## config.mk

```make
export PLATFORM = sky130hd
export DESIGN_NAME = fanout_fork_buffer
export DESIGN_NICKNAME = d
export VERILOG_FILES = /design/src/rtl/fanout_fork_buffer.sv
export SDC_FILE = /design/constraint.sdc
export NUM_CORES = 1
export LEC_CHECK = 0
export BUFFER_PORTS_ARGS = -buffer_cell sky130_fd_sc_hd__buf_2
export CAP_MARGIN = 20
export CORE_ASPECT_RATIO = 1.4
export CORE_MARGIN = 4
export CORE_UTILIZATION = 36
export CTS_CLUSTER_SIZE = 40
export DETAILED_ROUTE_END_ITERATION = 12
export GPL_TIMING_DRIVEN = 0
export PLACE_DENSITY = 0.75
export SYNTH_ARGS = -nofsm -noshare
export SYNTH_HDL_FRONTEND = slang
export SYNTH_SLANG_ARGS = --single-unit
```

## constraint.sdc

```tcl
create_clock -name clk -period 5.3 [get_ports clk]
set_clock_uncertainty 0.15 [all_clocks]
set_input_delay 1.06 -clock clk [delete_from_list [all_inputs] [get_ports clk]]
set_output_delay 1.06 -clock clk [all_outputs]
set_load 0.01 [all_outputs]
```

## src/rtl/fanout_fork_buffer.sv

```systemverilog
// fanout_fork_buffer: registered eager-fork stage; holds each token until every enabled
// destination has taken it, tracking per-destination acceptance.
// Optional macro FANOUT_FORK_SKID_EN adds a tail entry (2-deep) with a fully registered in_ready.
module fanout_fork_buffer #(
    parameter int NUM_OUT = 6,
    parameter int DATA_W  = 17
) (
    input  logic               clk,
    input  logic               reset,
    input  logic [NUM_OUT-1:0] cfg_out_en,
    input  logic [DATA_W-1:0]  in_data,
    input  logic               in_valid,
    output logic               in_ready,
    output logic [DATA_W-1:0]  out_data,
    output logic [NUM_OUT-1:0] out_valid,
    input  logic [NUM_OUT-1:0] out_ready
);
    logic               r_full;
    logic [DATA_W-1:0]  r_data;
    logic [NUM_OUT-1:0] r_pend;
    logic               w_n_full;
    logic [DATA_W-1:0]  w_n_data;
    logic [NUM_OUT-1:0] w_n_pend;
    logic [NUM_OUT-1:0] w_valid;
    logic [NUM_OUT-1:0] w_remain;
    logic               w_last;
    logic               w_head_free;
    logic               w_load;

    assign w_valid     = {NUM_OUT{r_full}} & r_pend;
    assign w_remain    = r_pend & ~(w_valid & out_ready);
    assign w_last      = r_full & (w_remain == '0);
    assign w_head_free = ~r_full | w_last;
    assign w_load      = in_valid & in_ready & (cfg_out_en != '0);
    assign out_valid   = reset ? '0 : w_valid;
    assign out_data    = reset ? '0 : r_data;

`ifdef FANOUT_FORK_SKID_EN
    logic               r_tfull;
    logic [DATA_W-1:0]  r_tdata;
    logic [NUM_OUT-1:0] r_tpend;
    logic               w_n_tfull;
    logic [DATA_W-1:0]  w_n_tdata;
    logic [NUM_OUT-1:0] w_n_tpend;

    assign in_ready = ~reset & ~r_tfull;

    // Head refills from the tail first (keeps order), else straight from the input; tail catches input while head is busy
    always_comb begin
        w_n_full  = r_full;
        w_n_data  = r_data;
        w_n_pend  = w_remain;
        w_n_tfull = r_tfull;
        w_n_tdata = r_tdata;
        w_n_tpend = r_tpend;
        if (w_head_free) begin
            if (r_tfull) begin
                w_n_full  = 1'b1;
                w_n_data  = r_tdata;
                w_n_pend  = r_tpend;
                w_n_tfull = 1'b0;
                w_n_tpend = '0;
            end else if (w_load) begin
                w_n_full = 1'b1;
                w_n_data = in_data;
                w_n_pend = cfg_out_en;
            end else begin
                w_n_full = 1'b0;
                w_n_pend = '0;
            end
        end else if (w_load) begin
            w_n_tfull = 1'b1;
            w_n_tdata = in_data;
            w_n_tpend = cfg_out_en;
        end
    end

    // Tail entry register
    always_ff @(posedge clk) begin
        if (reset) begin
            r_tfull <= 1'b0;
            r_tdata <= '0;
            r_tpend <= '0;
        end else begin
            r_tfull <= w_n_tfull;
            r_tdata <= w_n_tdata;
            r_tpend <= w_n_tpend;
        end
    end
`else
    assign in_ready = ~reset & w_head_free;

    // A load overrides the drain of the previous token; an all-zero mask sinks the token
    always_comb begin
        w_n_full = r_full;
        w_n_data = r_data;
        w_n_pend = w_remain;
        if (w_head_free) begin
            w_n_full = w_load;
            w_n_pend = w_load ? cfg_out_en : '0;
            w_n_data = w_load ? in_data : r_data;
        end
    end
`endif

    // Head entry register driving the outputs
    always_ff @(posedge clk) begin
        if (reset) begin
            r_full <= 1'b0;
            r_data <= '0;
            r_pend <= '0;
        end else begin
            r_full <= w_n_full;
            r_data <= w_n_data;
            r_pend <= w_n_pend;
        end
    end
endmodule

```

* Word-level counts from Yosys, hierarchy flattened
Index checks and enable logic that the tools add are counted.
** Word-level totals
- Flip-flop bits (word level) :: 24
- Bits of input ports :: 32
** Operators by class
- Reductions and logical operators :: 3
- Multiplexer cells :: 4
- Bitwise gates (word level) :: 11
** Operators with widths (number)
- 6-bit AND :: 3
- 6-bit two-way mux :: 3
- 17-bit two-way mux :: 1
- 6-bit zero test :: 1
- 6-bit NOT :: 1
- 6-bit nonzero test :: 1
- 1-bit AND :: 4
- 1-bit NOT :: 2
- 2-bit AND reduction :: 1
- 1-bit OR :: 1

* Longest topological paths before layout
Gate-level depths: netlist of the first run.
- Depth after elaboration :: 12
- Depth in mapped cells :: 6
- Depth with buffers taken out :: 4

* Worst setup path before layout of the first run
No wires, ideal clock.
- Path type :: input -> output
- Start point :: input out_ready[0]
- End point :: output in_ready
- Stages :: 5
- Path slack :: 2.023 ns
- Arrival time :: 2.067 ns
- Cell sequence :: nand2b_1 nand4_2 o31a_1 clkbuf_1 inv_1
** On the way
- Longest elaborated chain between the ends :: 7
** RTL lines
- from (decl) :: line 16 : input logic [NUM_OUT-1:0] out_ready
- 6-bit AND :: line 31 : assign w_remain = r_pend & ~(w_valid & out_ready);
- 6-bit NOT :: line 31
- 6-bit AND :: line 31
- 6-bit zero test :: line 32 : assign w_last = r_full & (w_remain == '0);
- 1-bit AND :: line 32
- 1-bit OR :: line 33 : assign w_head_free = ~r_full | w_last;
- 1-bit AND :: line 91 : assign in_ready = ~reset & w_head_free;
- to (decl) :: line 13 : output logic in_ready,
Every way passes these cells.

* Worst setup path after layout of the first run
Same ends and word-level chain as after synthesis.

==> flow_summary_export.csv, run 1 <==
group,metric,value,unit
synth,ys.flop_type,"dfxtp_1",
routing,vias_per_cell,5.13,
critical_path,reg2reg_depth,5,
outcome,status,"complete, no violations",
synth,yosys-top-cells-count,"nand2_1 (40), o211ai_1 (33), dfxtp_1 (24)",
floorplanning,dieArea,4630,sq um
critical_path,cp-startpoint,"out_ready[0]",
critical_path,critPathMaxFanout,10,
floorplanning,start_util,0.379,
timing,relSlewSlack,0.658,
cts,clk_pin_slew,80,ps
critical_path,critical_path.endpoint_type,"output port",
timing,period_minus_slack,3690,ps
power,p_comb_frac,0.218,
grt,antenna_found_initial,0,
synth,synthTopCellsByArea,"dfxtp_1 (37%), o211ai_1 (19%), nand2_1 (12%)",
cells_and_area,n_antenna_cell,0,
cells_and_area,drive_gt1_frac,0.307,
cts,cts_tree,"built",
synth,yosysUniqueCellTypes,21,
cts,clockRootBuffer,"clkbuf_8",
cts,cts_inserted_buffers,3,
cts,postCtsSetupBuffers,0,
cells_and_area,syn2layout_area_growth,29.0,%
power,p_leak,0.000739,uW
synth,yosysSeqAreaShare,0.371,
synth,synth_edf_count,0,
synth,ys_ff_latch,24,
cells_and_area,finalCoreUtilization,0.490,
timing,rsz0062_at_grt,"false",
timing,worstMarginPinSlew,512,ps
critical_path,critPathArrivalTime,2480,ps
routing,vias,1309,
critical_path,cpMostUsedCell,"buf_2",
cts,htreeDepth,1,
grt,grt_start_max_net_pins,14,
power,seq_power_share,0.489,
cts,insertion_delay,260,ps
timing,max_freq,271,MHz
place,dp_slack,1590,ps
routing,drtIter0Drc,23,
floorplanning,boundaryPins,56,
critical_path,cp_cell_sequence,"buf_2 -> nand2b_1 -> nand4_2 -> o31a_1 -> clkbuf_1 -> inv_1 -> buf_2",
routing,wl,3380,microns
cells_and_area,fin_nets,248,
cts,clock_path_buffers,2,
hold_path,min_path_type,"flop to flop",
synth,avgSynthCellArea,8.24,sq um
synth,synthMostInstantiatedCell,"nand2_1",
critical_path,worstReg2RegStart,"r_pend[0]",
power,power.internal,302,uW
grt,grt_util_all_layers,0.157,
cts,ctsHoldBuffers,0,
power,clkPwrFrac,0.294,
synth,synth_nets,189,
timing,fin_crit_sh,0.696,
power,switchingPower,115,uW
power,switching_share,0.276,
critical_path,start_kind,"primary input",
routing,ant_nets,0,
critical_path,max_stage_delay,450,ps
floorplanning,die_y,78.9,microns
place,dp_hpwl,2610,microns
floorplanning,fp.coreArea,3410,sq um
floorplanning,num_rows,25,
power,power_density,250,nW/um^2
critical_path,criticalPathCategory,"primary input to output port",
place,place_congestion,0.766,
synth,synth_warnings,0,
cells_and_area,fin_area,1670,sq um
grt,grt_pass1_vias,1350,
timing,fin_ws,1610,ps
timing,finalHoldViolations,0,
cts,cts_resized,0,
cells_and_area,num-fill-cells,368,
timing,maxSlewViolCount,0,
place,dpl_cell_area,1610,sq um
critical_path,critPathRequiredTime,4090,ps
synth,yosys.area.top_type,"dfxtp_1",
critical_path,cpMaxStageDelayCell,"o31a_1",
grt,grt_overflow,0,
timing,setup_violations,0,
place,portBuffers,54,
critical_path,crit_cells,7,
power,ir_drop,0.140,mV
synth,synth_top_area_frac,0.371,
critical_path,crit_buf_inv,4,
timing,fin_tns_setup,0,ps
routing,dr.pass1.iters,4,
cts,clkSinkCount,24,
hold_path,min-delay-start,"r_data[0]",
job,drv_cap,0,
hold_path,hold_depth,2,
routing,drc,0,
grt,grt_first_pass_wirelength,5750,microns
synth,syn_inst,157,
synth,syn_area,1290,sq um
floorplanning,die_w,58.7,microns
routing,routedWlPerCell,13.2,microns
synth,ys_async_sr_fraction,0,
critical_path,crit_family,"buffers and inverters",
-- tightest hold or removal path: stages (launching register included) --
cell	delay [ps]
dfxtp_1	310
o211ai_1	70
o211ai_1	90
-- cell type report --
type | count | area [sq um] | share of cell area
multi-input cells | 120 | 738 | 0.442
plain buffers | 12 | 71.3 | 0.0427
inverters | 1 | 3.75 | 0.00225
clock buffers | 4 | 55.1 | 0.0330
flip-flops and latches | 24 | 480 | 0.288
repair buffers | 54 | 270 | 0.162
well taps | 40 | 50.0 | 0.0300
-- per-stage QoR --
stage	hold WS [ps]	cells	power, uW
finish	365	255	417
global route	380	255	439
CTS	367	255	422
detailed placement	347	251	299
global placement	340	251	298
floorplan	317	157	264
-- kinds of logic (layout without fill, tap and decap cells) --
| family | count (synthesis) | count (layout) | share of synthesized area |
|---|---|---|---|
| AO/OA/AOI/OAI | 45 | 45 | 0.268 |
| buffers and inverters | 13 | 71 | 0.0580 |
| flip-flops | 24 | 24 | 0.371 |
| AND/OR/NAND/NOR | 75 | 75 | 0.303 |
-- flip-flops by register name, indices dropped and copies added (netlist names) --
signal,flops
r_data,17
r_full,1
r_pend,6
-- path summary, 6_finish.rpt --
kind               endpoint  slack (ps)
setup / recovery   in_ready        1610
hold / removal    r_data[0]         360
setup reg to reg  r_data[9]        3390
hold reg to reg   r_data[0]         360
-- power groups by stage --
stage	sequential (uW)	clock, uW	combinational (uW)
2_1_floorplan	206	0	57.8
3_3_place_gp	207	0	90.8
3_5_place_dp	208	0	91.4
4_1_cts	204	127	91.9
5_1_grt	206	132	102
6_report	204	122	90.7
-- layout by cell type (no fill, tap or decap), types with 4 or more instances in the layout --
cell type / Yosys / routed
and2_1: 6 / 6
buf_2: 0 / 54
and2b_1: 8 / 8
nand2_1: 40 / 40
nand2b_1: 7 / 7
clkbuf_1: 9 / 9
o22ai_1: 6 / 6
dfxtp_1: 24 / 24
nor2b_1: 10 / 10
o211ai_1: 33 / 33
clkbuf_8: 0 / 4
-- layer usage --
layer	track usage	vias up	routed length (microns)
met5	0	-	0
li1	-	670	-
met3	0.0195	6	210
met4	0.0748	0	65
met1	0.180	591	1390
met2	0.280	42	1710
No activity file was read; power rests on OpenSTA's default activity.
==> inputs of run 2 (changes only) <==
PLACE_DENSITY = 0.78   (was 0.75)
clock period = 3.3 ns   (was 5.3 ns; I/O delays follow)
==> run 2 against run 1 <==
  * Clock power is 110% higher
  * Sequential power grew 61%
  * Flip-flop and latch count unchanged
  * Combinational power rose by 60%
  * Die area did not move
  * Register-to-register slack got worse by 2000 ps
  * Final cell count unchanged
  * First-iteration DRC count grew 43%
  * Total power increased by 75%
  * Global-route usage fell by 0.30 points
  * Setup slack worse by 1300 ps
  * Sequential share of layout area is 0.28 points lower
  * Critical path type unchanged
  * Largest power group unchanged
==> flow_summary_export.csv, run 2 (synthesis gave the netlist of run 1 again) <==
group,metric,value,unit
place,dp_hpwl,2560,microns
critical_path,rrSetupSlack,1410,ps
power,finalPower,730,uW
cts,ctsHoldBuffers,0,
cells_and_area,syn2layout_area_growth,30.3,%
grt,grt_first_pass_wirelength,5700,microns
grt,antenna_found_initial,0,
cells_and_area,top_register,"r_data",
timing,period_minus_slack,2950,ps
cells_and_area,largest_register_ffs,17,
critical_path,criticalPathCategory,"primary input to output port",
timing,fin_tns_setup,0,ps
grt,grt_overflow,0,
place,dp_slack,350,ps
timing,worstMarginPinSlew,481,ps
cts,clock_path_buffers,2,
routing,drtIter0Drc,33,
cts,htreeDepth,1,
grt,grt_start_max_net_pins,15,
routing,wl_met3,192,microns
critical_path,start_kind,"primary input",
routing,ant_nets,0,
critical_path,critical_path.endpoint_type,"output port",
timing,finalHoldViolations,0,
routing,routedWlPerCell,13.2,microns
timing,fin_ws,352,ps
place,portBuffers,54,
routing,wl,3360,microns
cells_and_area,reg_top3,"r_data x17, r_pend x6, r_full x1",
hold_path,min_to,"r_full",
cts,cts_tree,"built",
floorplanning,boundaryPins,56,
routing,drc,0,
grt,grt_util_all_layers,0.154,
timing,maxSlewViolCount,0,
floorplanning,die_y,78.9,microns
outcome,status,"complete, no violations",
routing,vias,1318,
cells_and_area,finalCoreUtilization,0.494,
cts,clk_pin_slew,80,ps
cts,insertion_delay,270,ps
critical_path,critPathArrivalTime,2140,ps
hold_path,min_path_type,"flop to flop",
floorplanning,start_util,0.379,
cts,cts_inserted_buffers,3,
critical_path,critPathMaxFanout,10,
critical_path,worstReg2RegStart,"r_pend[5]",
power,p_leak,0.000746,uW
timing,relSlewSlack,0.679,
power,power_density,433,nW/um^2
power,ir_drop,0.215,mV
routing,dr.max_layer_used,"met4",
routing,wl_met2,1760,microns
grt,grt_pass1_vias,1356,
cells_and_area,fin_nets,248,
cts,postCtsSetupBuffers,0,
cells_and_area,layout_commonest_cell,"buf_2",
critical_path,critPathRequiredTime,2490,ps
floorplanning,fp.coreArea,3410,sq um
job,drv_cap,0,
hold_path,min-delay-start,"r_full",
floorplanning,die_w,58.7,microns
critical_path,rr_endpoint,"r_data[15]",
cts,cts_resized,0,
timing,setup_violations,0,
cts,clockRootBuffer,"clkbuf_8",
place,place_congestion,0.753,
cells_and_area,n_antenna_cell,0,
routing,dr.pass1.iters,4,
critical_path,reg2reg_depth,5,
cells_and_area,mostFrequentLayoutCells,"buf_2 (54), nand2_1 (40), o211ai_1 (33), dfxtp_1 (24), nor2b_1 (10)",
timing,max_freq,339,MHz
cells_and_area,drive_gt1_frac,0.307,
floorplanning,num_rows,25,
routing,vias_per_cell,5.17,
hold_path,hold_depth,2,
floorplanning,dieArea,4630,sq um
routing,wl_met1,1360,microns
cts,clkSinkCount,24,
timing,rsz0062_at_grt,"false",
timing,fin_crit_sh,0.893,
run 2: cell count changes in the layout (fill, tap and decap cells not counted):
cell       delta
clkbuf_8      -1
bufinv_16     +1
run 2: layer usage:
metal,vias to the layer above,GRT usage
met5,-,0
met4,0,0.0544
met3,4,0.0211
met2,39,0.294
met1,603,0.166
li1,672,-
run 2: power by group:
group	switching, uW	internal [uW]
Combinational	83.3	62.1
Sequential	11.8	316
Clock	94.9	162
run 2: critical path: stages:
cell	delay [ps]
buf_2	90
nand2b_1	150
nand2_1	300
o31a_1	300
clkbuf_1	400
inv_1	80
buf_2	150
run 2: how the worst max path moves through the flow:
stage               endpoint  depth (start not counted)    startpoint  slack, ps
floorplan           in_ready                          5  out_ready[0]        820
global placement    in_ready                          7  out_ready[3]        390
detailed placement  in_ready                          7  out_ready[3]        350
CTS                 in_ready                          7  out_ready[3]        350
global route        in_ready                          7  out_ready[3]        190
finish              in_ready                          7  out_ready[3]        350
run 2: area by class of cell:
type | count | area, sq um
flip-flops and latches | 24 | 480
fillers | 361 | 1720
clock inverters | 1 | 30.0
plain buffers | 12 | 71.3
clock buffers | 3 | 41.3
inverters | 1 | 3.75
repair buffers | 54 | 270
multi-input cells | 120 | 738
well taps | 40 | 50.0
run 2: metrics by stage:
step	std cells	instance area (sq um)	hold WS, ps
after floorplan	157	1290	317
after global placement	251	1610	341
after detailed placement	251	1610	344
after CTS	255	1690	362
after global routing	255	1690	391
final	255	1690	364
==> inputs of run 3 (changes only) <==
--- a/config.mk
+++ b/config.mk
@@ -14,3 +14,2 @@
 export DETAILED_ROUTE_END_ITERATION = 12
-export GPL_TIMING_DRIVEN = 0
 export PLACE_DENSITY = 0.78
==> constraint.sdc (replaced) <==
create_clock -name clk -period 3.3 [get_ports clk]
set_clock_uncertainty 0.15 [all_clocks]
set_input_delay 0 -clock clk [delete_from_list [all_inputs] [get_ports clk]]
set_output_delay 0 -clock clk [all_outputs]
set_load 0.01 [all_outputs]
==> run 3 against run 2 <==
  * Worst hold slack got worse by 300 ps
  * Clock-buffer cell count unchanged
  * Sequential share of layout area decreased by 4.3 points
  * Combinational power increased by 17%
  * Maximum frequency increased by 11%
  * Die area unchanged
  * Register-to-register slack got worse by 780 ps
  * Routed wire length increased by 7.8%
  * Total power increased by 3.8%
  * Flip-flop and latch count unchanged
==> flow_summary_export.csv, run 3 (synthesis gave the netlist of run 1 again) <==
group,metric,value,unit
timing,finalHoldViolations,0,
critical_path,critPathMaxFanout,24,
grt,grt_busiest_layer,"met2",
hold_path,min_to,"r_full",
place,dp_hpwl,2450,microns
timing,fin_tns_setup,0,ps
critical_path,cp_cell_sequence,"nand2b_1 -> nand2_1 -> o31a_1 -> o22ai_1 -> dlygate4sd3_1",
grt,antenna_found_initial,0,
timing,maxSlewViolCount,0,
cells_and_area,n_antenna_cell,0,
timing,fin_crit_sh,0.808,
hold_path,min-delay-start,"in_valid",
cells_and_area,top_register,"r_data",
cells_and_area,num-fill-cells,318,
power,switchingPower,196,uW
power,seq_power_share,0.433,
cts,clkSinkCount,24,
cts,insertion_delay,270,ps
power,finalPower,758,uW
cells_and_area,syn2layout_area_growth,53.6,%
timing,period_minus_slack,2670,ps
critical_path,critical_path.endpoint_type,"flop",
power,p_comb_frac,0.223,
grt,grt_overflow,0,
power,power.internal,562,uW
grt,grt_util_all_layers,0.167,
grt,global_route.usage.met1,0.170,
cts,clk_pin_slew,90,ps
critical_path,reg2reg_depth,5,
routing,vias_per_cell,5.01,
routing,drtIter0Drc,31,
cts,cts_resized,0,
hold_path,min_path_type,"primary input to flop",
cells_and_area,fin_area,1990,sq um
routing,drc,0,
cts,cts_tree,"built",
floorplanning,die_w,58.7,microns
timing,setup_violations,0,
cts,htreeDepth,1,
routing,wl,3630,microns
critical_path,start_kind,"flop",
floorplanning,dieArea,4630,sq um
critical_path,critPathArrivalTime,2680,ps
timing,worstMarginPinSlew,908,ps
cts,clock_path_buffers,2,
cells_and_area,multiInputGateArea,738,sq um
outcome,status,"complete, no violations",
place,portBuffers,55,
routing,routedWlPerCell,12.9,microns
cells_and_area,drive_gt1_frac,0.270,
cells_and_area,layout_commonest_cell,"buf_2",
cts,clockRootBuffer,"clkbuf_8",
power,power_density,381,nW/um^2
routing,dr.pass1.iters,4,
cells_and_area,regArea,480,sq um
power,switching_share,0.258,
floorplanning,start_util,0.379,
place,place_congestion,0.735,
critical_path,cpMaxStageDelayCell,"o31a_1",
floorplanning,die_y,78.9,microns
critical_path,rr_endpoint,"r_pend[0]",
critical_path,critPathRequiredTime,3320,ps
critical_path,worstReg2RegStart,"r_pend[3]",
grt,grt_start_max_net_pins,25,
cts,cts_inserted_buffers,3,
cts,postCtsSetupBuffers,0,
power,clkPwrFrac,0.344,
power,ir_drop,0.259,mV
routing,vias,1407,
floorplanning,fp.coreArea,3410,sq um
routing,ant_nets,0,
job,drv_cap,0,
timing,rsz0062_at_grt,"false",
timing,relSlewSlack,0.395,
timing,max_freq,375,MHz
grt,grt_first_pass_wirelength,6110,microns
grt,grt_pass1_vias,1438,
cts,ctsHoldBuffers,36,
critical_path,max_stage_delay,800,ps
timing,holdWs,66.6,ps
cells_and_area,fin_nets,274,
hold_path,hold_depth,3,
place,dpl_cell_area,1560,sq um
power,p_leak,0.000879,uW
critical_path,criticalPathCategory,"flop to flop",
cells_and_area,largest_register_ffs,17,
cells_and_area,reg_top3,"r_data x17, r_pend x6, r_full x1",
grt,use_met3,0.0211,
critical_path,rrSetupSlack,630,ps
grt,gr-usage-met2,0.324,
floorplanning,boundaryPins,56,
floorplanning,num_rows,25,
cells_and_area,mostFrequentLayoutCells,"buf_2 (55), nand2_1 (40), dlygate4sd3_1 (36), o211ai_1 (33), dfxtp_1 (24)",
[run 3: worst max path at each step]
stage | from | end | slack, ps | depth (start not counted)
2_1_floorplan | r_pend[0] | r_data[10] | 1740 | 5
3_3_place_gp | r_pend[3] | r_data[11] | 1230 | 4
3_5_place_dp | r_pend[3] | r_data[12] | 1140 | 4
4_1_cts | r_pend[4] | r_pend[5] | 660 | 5
5_1_grt | r_pend[3] | r_pend[1] | 410 | 5
6_report | r_pend[3] | r_pend[0] | 630 | 5
[run 3: worst max-delay path: cells and delay by family, from the launching register on]
family / cells / cell delay, ps
and+or+nand+nor: 2 / 530
buffers and inverters: 1 / 600
AOI/OAI and AO/OA: 2 / 940
DFF: 1 / 340
[run 3: power by group through the flow]
stage	Combinational [uW]	Clock, uW	Sequential, uW
6_report	169	261	328
3_3_place_gp	134	0	334
3_5_place_dp	137	0	335
2_1_floorplan	92.8	0	331
4_1_cts	170	261	328
5_1_grt	189	272	331
[run 3: final cells by class]
| type | count | area share |
|---|---|---|
| Clock buffer | 3 | 0.0208 |
| Clock inverter | 1 | 0.0151 |
| Inverter | 1 | 0.00189 |
| Multi-Input combinational cell | 120 | 0.372 |
| Sequential cell | 24 | 0.242 |
| Tap cell | 40 | 0.0252 |
| Timing Repair Buffer | 92 | 0.324 |
[run 3: metal layers]
layer,wire length (microns),up-vias
li1,-,727
met1,1410,641
met2,1970,35
met3,169,4
met4,77,0
met5,0,-
[run 3: metrics by stage]
stage,setup WS (ps),cells,utilization
detailed placement,1140,241,0.456
CTS,659,281,0.583
finish,635,281,0.583
global route,409,281,0.583
global placement,1230,241,0.456
floorplan,1740,157,-
